File: config.mk
export PLATFORM = sky130hd
export DESIGN_NAME = ldtu_sample_packer
export DESIGN_NICKNAME = d
export VERILOG_FILES = /design/src/rtl/ldtu_sample_packer.sv
export SDC_FILE = /design/constraint.sdc
export NUM_CORES = 1
export LEC_CHECK = 0
export ABC_AREA = 1
export CELL_PAD_IN_SITES_DETAIL_PLACEMENT = 1
export CELL_PAD_IN_SITES_GLOBAL_PLACEMENT = 1
export CORE_ASPECT_RATIO = 1.75
export CORE_UTILIZATION = 48
export CTS_CLUSTER_DIAMETER = 100
export DETAILED_ROUTE_END_ITERATION = 7
export MAX_ROUTING_LAYER = met4
export PLACE_DENSITY = 0.81
export SETUP_SLACK_MARGIN = 0.2
export SLEW_MARGIN = 40
export SYNTH_ARGS = -nofsm -noshare
export SYNTH_HDL_FRONTEND = slang
export SYNTH_SLANG_ARGS = --single-unit
File: constraint.sdc
create_clock -name CLK -period 4.8 [get_ports CLK]
set_input_delay 0.72 -clock CLK [delete_from_list [all_inputs] [get_ports CLK]]
set_output_delay 0.72 -clock CLK [all_outputs]
set_load 0.02 [all_outputs]
File: src/rtl/ldtu_sample_packer.sv
// ldtu_sample_packer
// Packs the LiTe-DTU sample stream into 32-bit words and buffers them in a
// small circular FIFO towards the serializer/consumer.
//   - Baseline samples keep only DATA_to_enc[5:0]; five of them fill a word,
//     fewer are flushed as a partial word carrying a 4-bit count.
//   - Signal samples keep all 13 bits; two fill a word, one alone is flushed
//     as a single-sample word.
// Ports:
//   CLK           : clock, everything on its rising edge
//   reset         : asynchronous active-low reset
//   enable        : packing enable, one sample consumed per cycle while high
//   DATA_to_enc   : 13-bit input sample (bit 12 = gain flag)
//   baseline_flag : 1 = baseline sample, 0 = signal sample
//   out_data      : head word of the buffer, 0 when the buffer is empty
//   out_valid     : buffer not empty
//   out_ready     : consumer pops the head word when out_valid is high
//   fifo_level    : number of words held in the buffer
//   overflow      : sticky flag, a word was dropped because the buffer was full
module ldtu_sample_packer #(
  parameter int FifoDepth = 8,
  parameter int NBitsCnt  = 3
) (
  input  logic                CLK,
  input  logic                reset,
  input  logic                enable,
  input  logic [12:0]         DATA_to_enc,
  input  logic                baseline_flag,
  output logic [31:0]         out_data,
  output logic                out_valid,
  input  logic                out_ready,
  output logic [NBitsCnt:0]   fifo_level,
  output logic                overflow
);

  typedef enum logic [1:0] {
    EMPTY    = 2'd0,
    BASE_ACC = 2'd1,
    SIG_ACC  = 2'd2
  } state_t;

  localparam logic [NBitsCnt-1:0] PtrOne = 1;
  localparam logic [NBitsCnt:0]   LvlOne = 1;

  state_t              state;
  state_t              state_next;
  logic [2:0]          cnt;
  logic [2:0]          cnt_next;
  logic [23:0]         base_acc;
  logic [12:0]         sig_acc;
  logic                push_req;
  logic [31:0]         push_word;
  logic [31:0]         partial_word;

  logic [31:0]         mem [FifoDepth];
  logic [NBitsCnt-1:0] wr_ptr;
  logic [NBitsCnt-1:0] rd_ptr;
  logic                full;
  logic                pop;
  logic                push_ok;

  // State register and sample counter.
  always_ff @(posedge CLK or negedge reset) begin
    if (!reset) begin
      state <= EMPTY;
      cnt   <= 3'd0;
    end else begin
      state <= state_next;
      cnt   <= cnt_next;
    end
  end

  // Next-state logic: a group closes when it is full, when the sample type
  // changes (the new sample immediately opens the opposite group) or when
  // enable drops.
  always_comb begin
    state_next = state;
    cnt_next   = cnt;
    if (enable) begin
      case (state)
        EMPTY: begin
          state_next = baseline_flag ? BASE_ACC : SIG_ACC;
          cnt_next   = 3'd1;
        end
        BASE_ACC: begin
          if (baseline_flag) begin
            if (cnt == 3'd4) begin
              state_next = EMPTY;
              cnt_next   = 3'd0;
            end else begin
              cnt_next = cnt + 3'd1;
            end
          end else begin
            state_next = SIG_ACC;
            cnt_next   = 3'd1;
          end
        end
        SIG_ACC: begin
          if (!baseline_flag) begin
            state_next = EMPTY;
            cnt_next   = 3'd0;
          end else begin
            state_next = BASE_ACC;
            cnt_next   = 3'd1;
          end
        end
        default: begin
          state_next = EMPTY;
          cnt_next   = 3'd0;
        end
      endcase
    end else if (state != EMPTY) begin
      state_next = EMPTY;
      cnt_next   = 3'd0;
    end
  end

  // Output logic: decides whether a word is pushed this edge and builds it.
  // Unused baseline fields are zero because base_acc is cleared when a new
  // baseline group opens.
  always_comb begin
    partial_word = (state == BASE_ACC) ? {4'b1110, 1'b0, cnt, base_acc}
                                       : {6'b001011, 13'b0, sig_acc};
    push_req  = 1'b0;
    push_word = 32'h0;
    if (state != EMPTY) begin
      if (!enable) begin
        push_req  = 1'b1;
        push_word = partial_word;
      end else if (state == BASE_ACC) begin
        if (!baseline_flag) begin
          push_req  = 1'b1;
          push_word = partial_word;
        end else if (cnt == 3'd4) begin
          push_req  = 1'b1;
          push_word = {2'b01, DATA_to_enc[5:0], base_acc};
        end
      end else begin
        push_req  = 1'b1;
        push_word = baseline_flag ? partial_word
                                  : {6'b001010, DATA_to_enc, sig_acc};
      end
    end
  end

  // Sample accumulators. A group that opens (from EMPTY or a type change)
  // overwrites the accumulator so stale fields never leak into a word.
  always_ff @(posedge CLK or negedge reset) begin
    if (!reset) begin
      base_acc <= 24'h0;
      sig_acc  <= 13'h0;
    end else if (enable) begin
      if (baseline_flag) begin
        if (state != BASE_ACC) begin
          base_acc <= {18'h0, DATA_to_enc[5:0]};
        end else begin
          case (cnt)
            3'd1:    base_acc[11:6]  <= DATA_to_enc[5:0];
            3'd2:    base_acc[17:12] <= DATA_to_enc[5:0];
            3'd3:    base_acc[23:18] <= DATA_to_enc[5:0];
            default: base_acc        <= base_acc;
          endcase
        end
      end else if (state != SIG_ACC) begin
        sig_acc <= DATA_to_enc;
      end
    end
  end

  // Buffer control. The level MSB is set only when the buffer holds exactly
  // FifoDepth words, so it doubles as the full flag. A push into a full
  // buffer survives only if the head is popped on the same edge.
  assign full      = fifo_level[NBitsCnt];
  assign out_valid = (fifo_level != '0);
  assign pop       = out_valid & out_ready;
  assign push_ok   = push_req & (~full | pop);
  assign out_data  = out_valid ? mem[rd_ptr] : 32'h0;

  // Word storage; contents are only visible through out_data when valid,
  // so the array itself needs no reset.
  always_ff @(posedge CLK) begin
    if (push_ok) begin
      mem[wr_ptr] <= push_word;
    end
  end

  // Pointers, level and sticky overflow.
  always_ff @(posedge CLK or negedge reset) begin
    if (!reset) begin
      wr_ptr     <= '0;
      rd_ptr     <= '0;
      fifo_level <= '0;
      overflow   <= 1'b0;
    end else begin
      if (push_ok) begin
        wr_ptr <= wr_ptr + PtrOne;
      end
      if (pop) begin
        rd_ptr <= rd_ptr + PtrOne;
      end
      case ({push_ok, pop})
        2'b10:   fifo_level <= fifo_level + LvlOne;
        2'b01:   fifo_level <= fifo_level - LvlOne;
        default: fifo_level <= fifo_level;
      endcase
      if (push_req & full & ~pop) begin
        overflow <= 1'b1;
      end
    end
  end

endmodule

---- After elaboration in Yosys (flattened, before gate mapping) ----
Memory sizes are Yosys's and may differ from the RTL's.
Cells that the tools add are included.
storage, ports and cells
  register bits after elaboration ......... 53
  RAM bits ................................ 256
  memories ................................ 1
  input bits .............................. 18
  output and inout port bits .............. 38
  logic and storage cells ................. 83
cells by class
  $add $sub $neg .......................... 5
  reduce and logical (&&, ||, !) cells .... 14
  bitwise gates (word level) .............. 8
  muxes and demuxes ....................... 33
  eq/ne operators ......................... 11
memories
  name  words  bits a word  read ports  clocked after memory_dff  wr ports  line  text
  mem   8      32           1           0                         1         54    logic [31:0] mem [FifoDepth];
operators by type and width
  cell                   number
  $mux W32               7
  $mux W31               1
  $mux W24               1
  $mux W6                3
  $reduce_and A3 Y1      5
  $mux W3                4
  $reduce_bool A2 Y1     6
  $mux W2                5
  $add A3 B1 Y3 const B  3
  $mux W1                9
  $pmux W3 S3            1
  $pmux W4 S2            1
  $eq A3 B2 Y1 const B   2
  $pmux W2 S3            1
  $add A4 B1 Y4 const B  1
  $and A1 B1 Y1          4
  $eq A2 B1 Y1 const B   2
  $eq A2 B2 Y1 const B   2
  $ne A4 B3 Y1 const B   1
  $reduce_bool A4 Y1     1
  $sub A4 B1 Y4 const B  1
  $eq A3 B1 Y1 const B   1
  $eq A3 B3 Y1 const B   1
  $not A1 Y1             3
  other kinds (5)        5

---- Longest topological paths before layout ----
  depth after elaboration ................. 9
  gate-level depth with buffers ........... 14
  mapped depth without buffers ............ 14

---- Worst setup path after synthesis ----
Ideal clock, no wire load.
  kind .................................... input -> register
  from .................................... in enable
  to ...................................... mem mem[5][0], enable pin
  stages .................................. 5
  setup time .............................. 0.461 ns
  slack ................................... 0.889 ns
  data required time ...................... 4.339 ns
  data arrival time ....................... 3.450 ns
  path buffers ............................ 0
  path through ............................ nand2_2 nor2_1 nand2_1 nand3_2 nor3_1
on the way
  longest elaborated chain between the ends .. 5
RTL lines
  item                           line  text
  start, declared                25    input logic enable,
  $mux W1                        126   if (!enable) begin
  $mux W1                        125   if (state != EMPTY) begin
  $and A1 B1 Y1                  175   assign push_ok = push_req & (~full | pop);
  $mux W1                        181   if (push_ok) begin
  $mux W1 (not written as such)  182   mem[wr_ptr] <= push_word;
  end, declared                  54
Every way passes these cells.

---- Final worst setup path ----
  from .................................... reg rd_ptr[0]
  to ...................................... out out_data[23]
on the way
  longest elaborated chain between the ends .. 2
RTL lines
  item                    line  text
  start, declared         56    logic [NBitsCnt-1:0] rd_ptr;
  start signal, assigned  198   rd_ptr <= rd_ptr + PtrOne;
  $mem_v2 Z8 W32          --
  $mux W32                176   assign out_data = out_valid ? mem[rd_ptr] : 32'h0;
  end, declared           28    output logic [31:0] out_data,
Every way passes these cells.

==> results by group <==
Floorplan
  • Row Count: 81
  • Die X: 129 um
  • Die outline height: 225 um
  • Die ar.: 29100 um2
  • I/O pin count: 56
  • Initial Utilization: 0.488
  • Core Area: 28000 um2

Final layout
  • Multi-input combinational cell area: 3830 um2
  • Syn-to-layout area delta: 13.8%
  • Final-layout fill cell count: 3151
  • Share of cells above drive strength 1: 0.0670
  • Fin nets: 1469
  • Register area: 9020 um2
  • ANT cells: 0
  • Final Util: 0.555

Clock tree
  • CTS tree: built
  • Inserted Clock Buffers: 28
  • Post-CTS resize count: 0
  • Clk buf depth: 3
  • Clock Latency Late Sink: 0.56 ns
  • CTS Sinks: 309
  • Root Driver: clkbuf_16
  • Worst-path clk slew: 0.07 ns
  • CTS hold repair buffers: 0
  • Post-CTS Setup Bufs: 0
  • CTS H-tree lvls: 1

Timing
  • Final min period: 4.32 ns
  • Setup violators final: 0
  • Setup TNS: 0 ns
  • Final max-slew violation count: 0
  • Final worst path period share: 0.900
  • Post-route setup slack: 0.481 ns
  • RSZ-0062 raised after global routing: false
  • Worst Tran Pin Value: 0.932 ns
  • Fmax: 0.232 GHz
  • Clock skew: 0.0108 ns
  • Max-Slew Margin vs Limit: 0.379
  • Final Hold Viols: 0
  • Hold slack: 0.0855 ns

Synthesis
  • Adder-cell area share of the yosys netlist: 0.00917
  • Synth cell types: 34
  • Post-Synth Simple-Gate Area: 0.207
  • Syn Inst Count: 1399
  • Post-synthesis sequential area ratio: 0.661
  • Syn Area/Cell: 9.75 um2
  • Xor and xnor area share after synthesis: 0.00321
  • Seq cells post-synth: 309
  • Post-synthesis mux area share: 0
  • Syn nets: 1427
  • Compound-Gate Fraction of Synth Area: 0.0576
  • Syn. warnings: 0
  • Largest family of logic cells by synthesized area: simple AND/OR/NAND/NOR gates
  • Synthesized cell area: 13600 um2

Worst setup path
  • Critical Path End Type: primary output
  • Worst Path Max Fanout: 72
  • Arrival @ worst endpoint: 3.60 ns
  • Crit path launch type: flip-flop
  • Worst-path cell chain: buf_4, nor2_1, nor2_1, o21ai_0, nand2_1, nor2_1, nor2_1, clkdlybuf4s50_1
  • Worst reg2reg startpoint: state[1]
  • Worst reg2reg path depth: 7
  • R2R Setup Slk: 1.44 ns
  • CP dominant cell by count: nor2_1
  • CP required: 4.08 ns
  • CP max-delay cell: dfrtp_4
  • Setup CP Type: reg -> out
  • CP peak stage delay: 0.86 ns
  • R2R Path End: mem[6][21]

GRT
  • Vias in the first global route: 10672
  • Grt total ovfl: 0
  • Total Routing Usage GR: 0.273
  • First-pass GRT wire length: 57500 um
  • Largest net degree at the start of global routing: 73
  • Initial antenna violation count: 0

Routing
  • Final wirelength: 36800 um
  • Final ANT Viol Nets: 0
  • Pre-antenna DRT Iters: 5
  • Wire length per cell: 20.0 um
  • DRC Markers: 0
  • Vias per Instance: 5.40
  • Via count: 9920
  • Iteration-0 DRC Markers: 572

Outcome
  • Status: complete, no violations

Power and ir drop
  • PnR Total Power: 9.21 mW
  • Worst vdd ir: 0.380 mV
  • PwrDens: 593 nW/um2
  • Leak: 6.44 nW

Placement
  • Place WS: 1.10 ns
  • DPL Wire Length: 23600 um
  • GP Congestion: 0.972
  • I/O Buffers: 55

Flow run
  • Max-cap violation count: 0

Hold path
  • Hold Path Class: in -> async
[state kept, by name, indices dropped and copies added (netlist names)]
signal,count
mem,256
wr_ptr,3
sig_acc,13
base_acc,24
fifo_level,4
overflow,1
rd_ptr,3
state,2
cnt,3
[cell families (layout without fill, tap and decap cells)]
logic type,after synthesis,after routing
buffers and inverters,210,274
and+or+nand+nor,714,714
AOI/OAI and AO/OA,151,151
xor gates and xnor gates,5,5
adders and majority gates,10,10
DFF,309,309
[cells in the final DEF, fill, tap and decap left out, types with 3 or more instances in the layout]
cell type	count
a21oi_1	30
a22o_1	3
buf_4	22
clkbuf_1	5
clkbuf_16	30
clkbuf_8	4
clkdlybuf4s50_1	54
clkinv_2	8
dfrtp_1	50
dfrtp_4	3
edfxtp_1	256
ha_1	10
inv_1	138
inv_2	6
nand2_1	332
nand3_1	78
nor2_1	283
nor2_4	5
nor3_2	5
o21ai_0	96
o21ai_1	16
xnor2_1	3
[area by class of cell]
| cell class | count | share of cell area |
|---|---|---|
| Sequential cell | 309 | 0.581 |
| Timing Repair Buffer | 77 | 0.0458 |
| Tap cell | 373 | 0.0301 |
| Inverter | 145 | 0.0351 |
| Clock buffer | 41 | 0.0541 |
| Multi-Input combinational cell | 880 | 0.247 |
| Clock inverter | 11 | 0.00693 |
[power by group]
part           switching (mW)  internal, mW  leakage [nW]
clock network           0.968          1.32         0.473
registers               0.332          3.23          3.03
logic                    2.16          1.20          2.94
total                    3.46          5.75          6.44
[how the worst max path moves through the flow]
stage	slack [ns]	endpoint	start	cells past startpoint
CTS	0.48	out_data[23]	rd_ptr[0]	8
finish	0.48	out_data[23]	rd_ptr[0]	8
global placement	1.22	out_data[17]	rd_ptr[0]	8
global route	0.32	out_data[23]	rd_ptr[0]	8
detailed placement	1.10	out_data[12]	rd_ptr[0]	8
floorplan	0.89	mem[5][0]	enable	5
[through the flow]
step / instances / cell area [um2]
3_3_place_gp: 1784 / 14600
2_1_floorplan: 1399 / 13600
6_report: 1836 / 15500
4_1_cts: 1836 / 15500
5_1_grt: 1836 / 15500
3_5_place_dp: 1784 / 14600
[synth_stat cells]
cell      count  share of area
clkbuf_1     25         0.0069
or2_2         1        0.00046
dfrtp_1      53          0.097
o21ai_2       2         0.0013
edfxtp_1    256           0.56
nand3_2       1        0.00073
inv_2         5         0.0014
nor2_1      287          0.079
inv_1       139          0.038
buf_1         5         0.0014
xnor2_1       3         0.0019
nand3_1      78          0.029
nor3_1        6         0.0022
a22o_1        3         0.0019
xor2_1        2         0.0013
nand2_1     332          0.091
o221ai_1      1        0.00064
buf_2        31          0.011
a21oi_1      30          0.011
buf_4         2         0.0011
o21ai_1      14         0.0051
o22ai_1       1        0.00046
buf_6         2         0.0017
o21ai_0      98          0.036
nand2b_1      1        0.00046
clkinv_1      1        0.00027
nand4_1       2        0.00092
o21bai_1      1        0.00055
nor2_2        2        0.00092
a21oi_2       1        0.00064
ha_1         10         0.0092
nand3b_1      1        0.00055
nor2_4        1        0.00083
nand2_2       2        0.00092
[metal layers]
metal	wire length [um]	up-vias	GRT usage
met5	0	-	-
li1	-	4621	-
met1	13800	4930	0.300
met4	1800	0	0.143
met3	1270	110	0.0223
met2	19900	259	0.488
[critical path: cells and delay by family, from the launching register on]
kind | cells | cell delay, ns
and+or+nand+nor | 5 | 0.61
buffers and inverters | 2 | 1.37
DFF | 1 | 0.86
AOI/OAI and AO/OA | 1 | 0.10
Note: power is estimated with default switching activity, not from simulation.
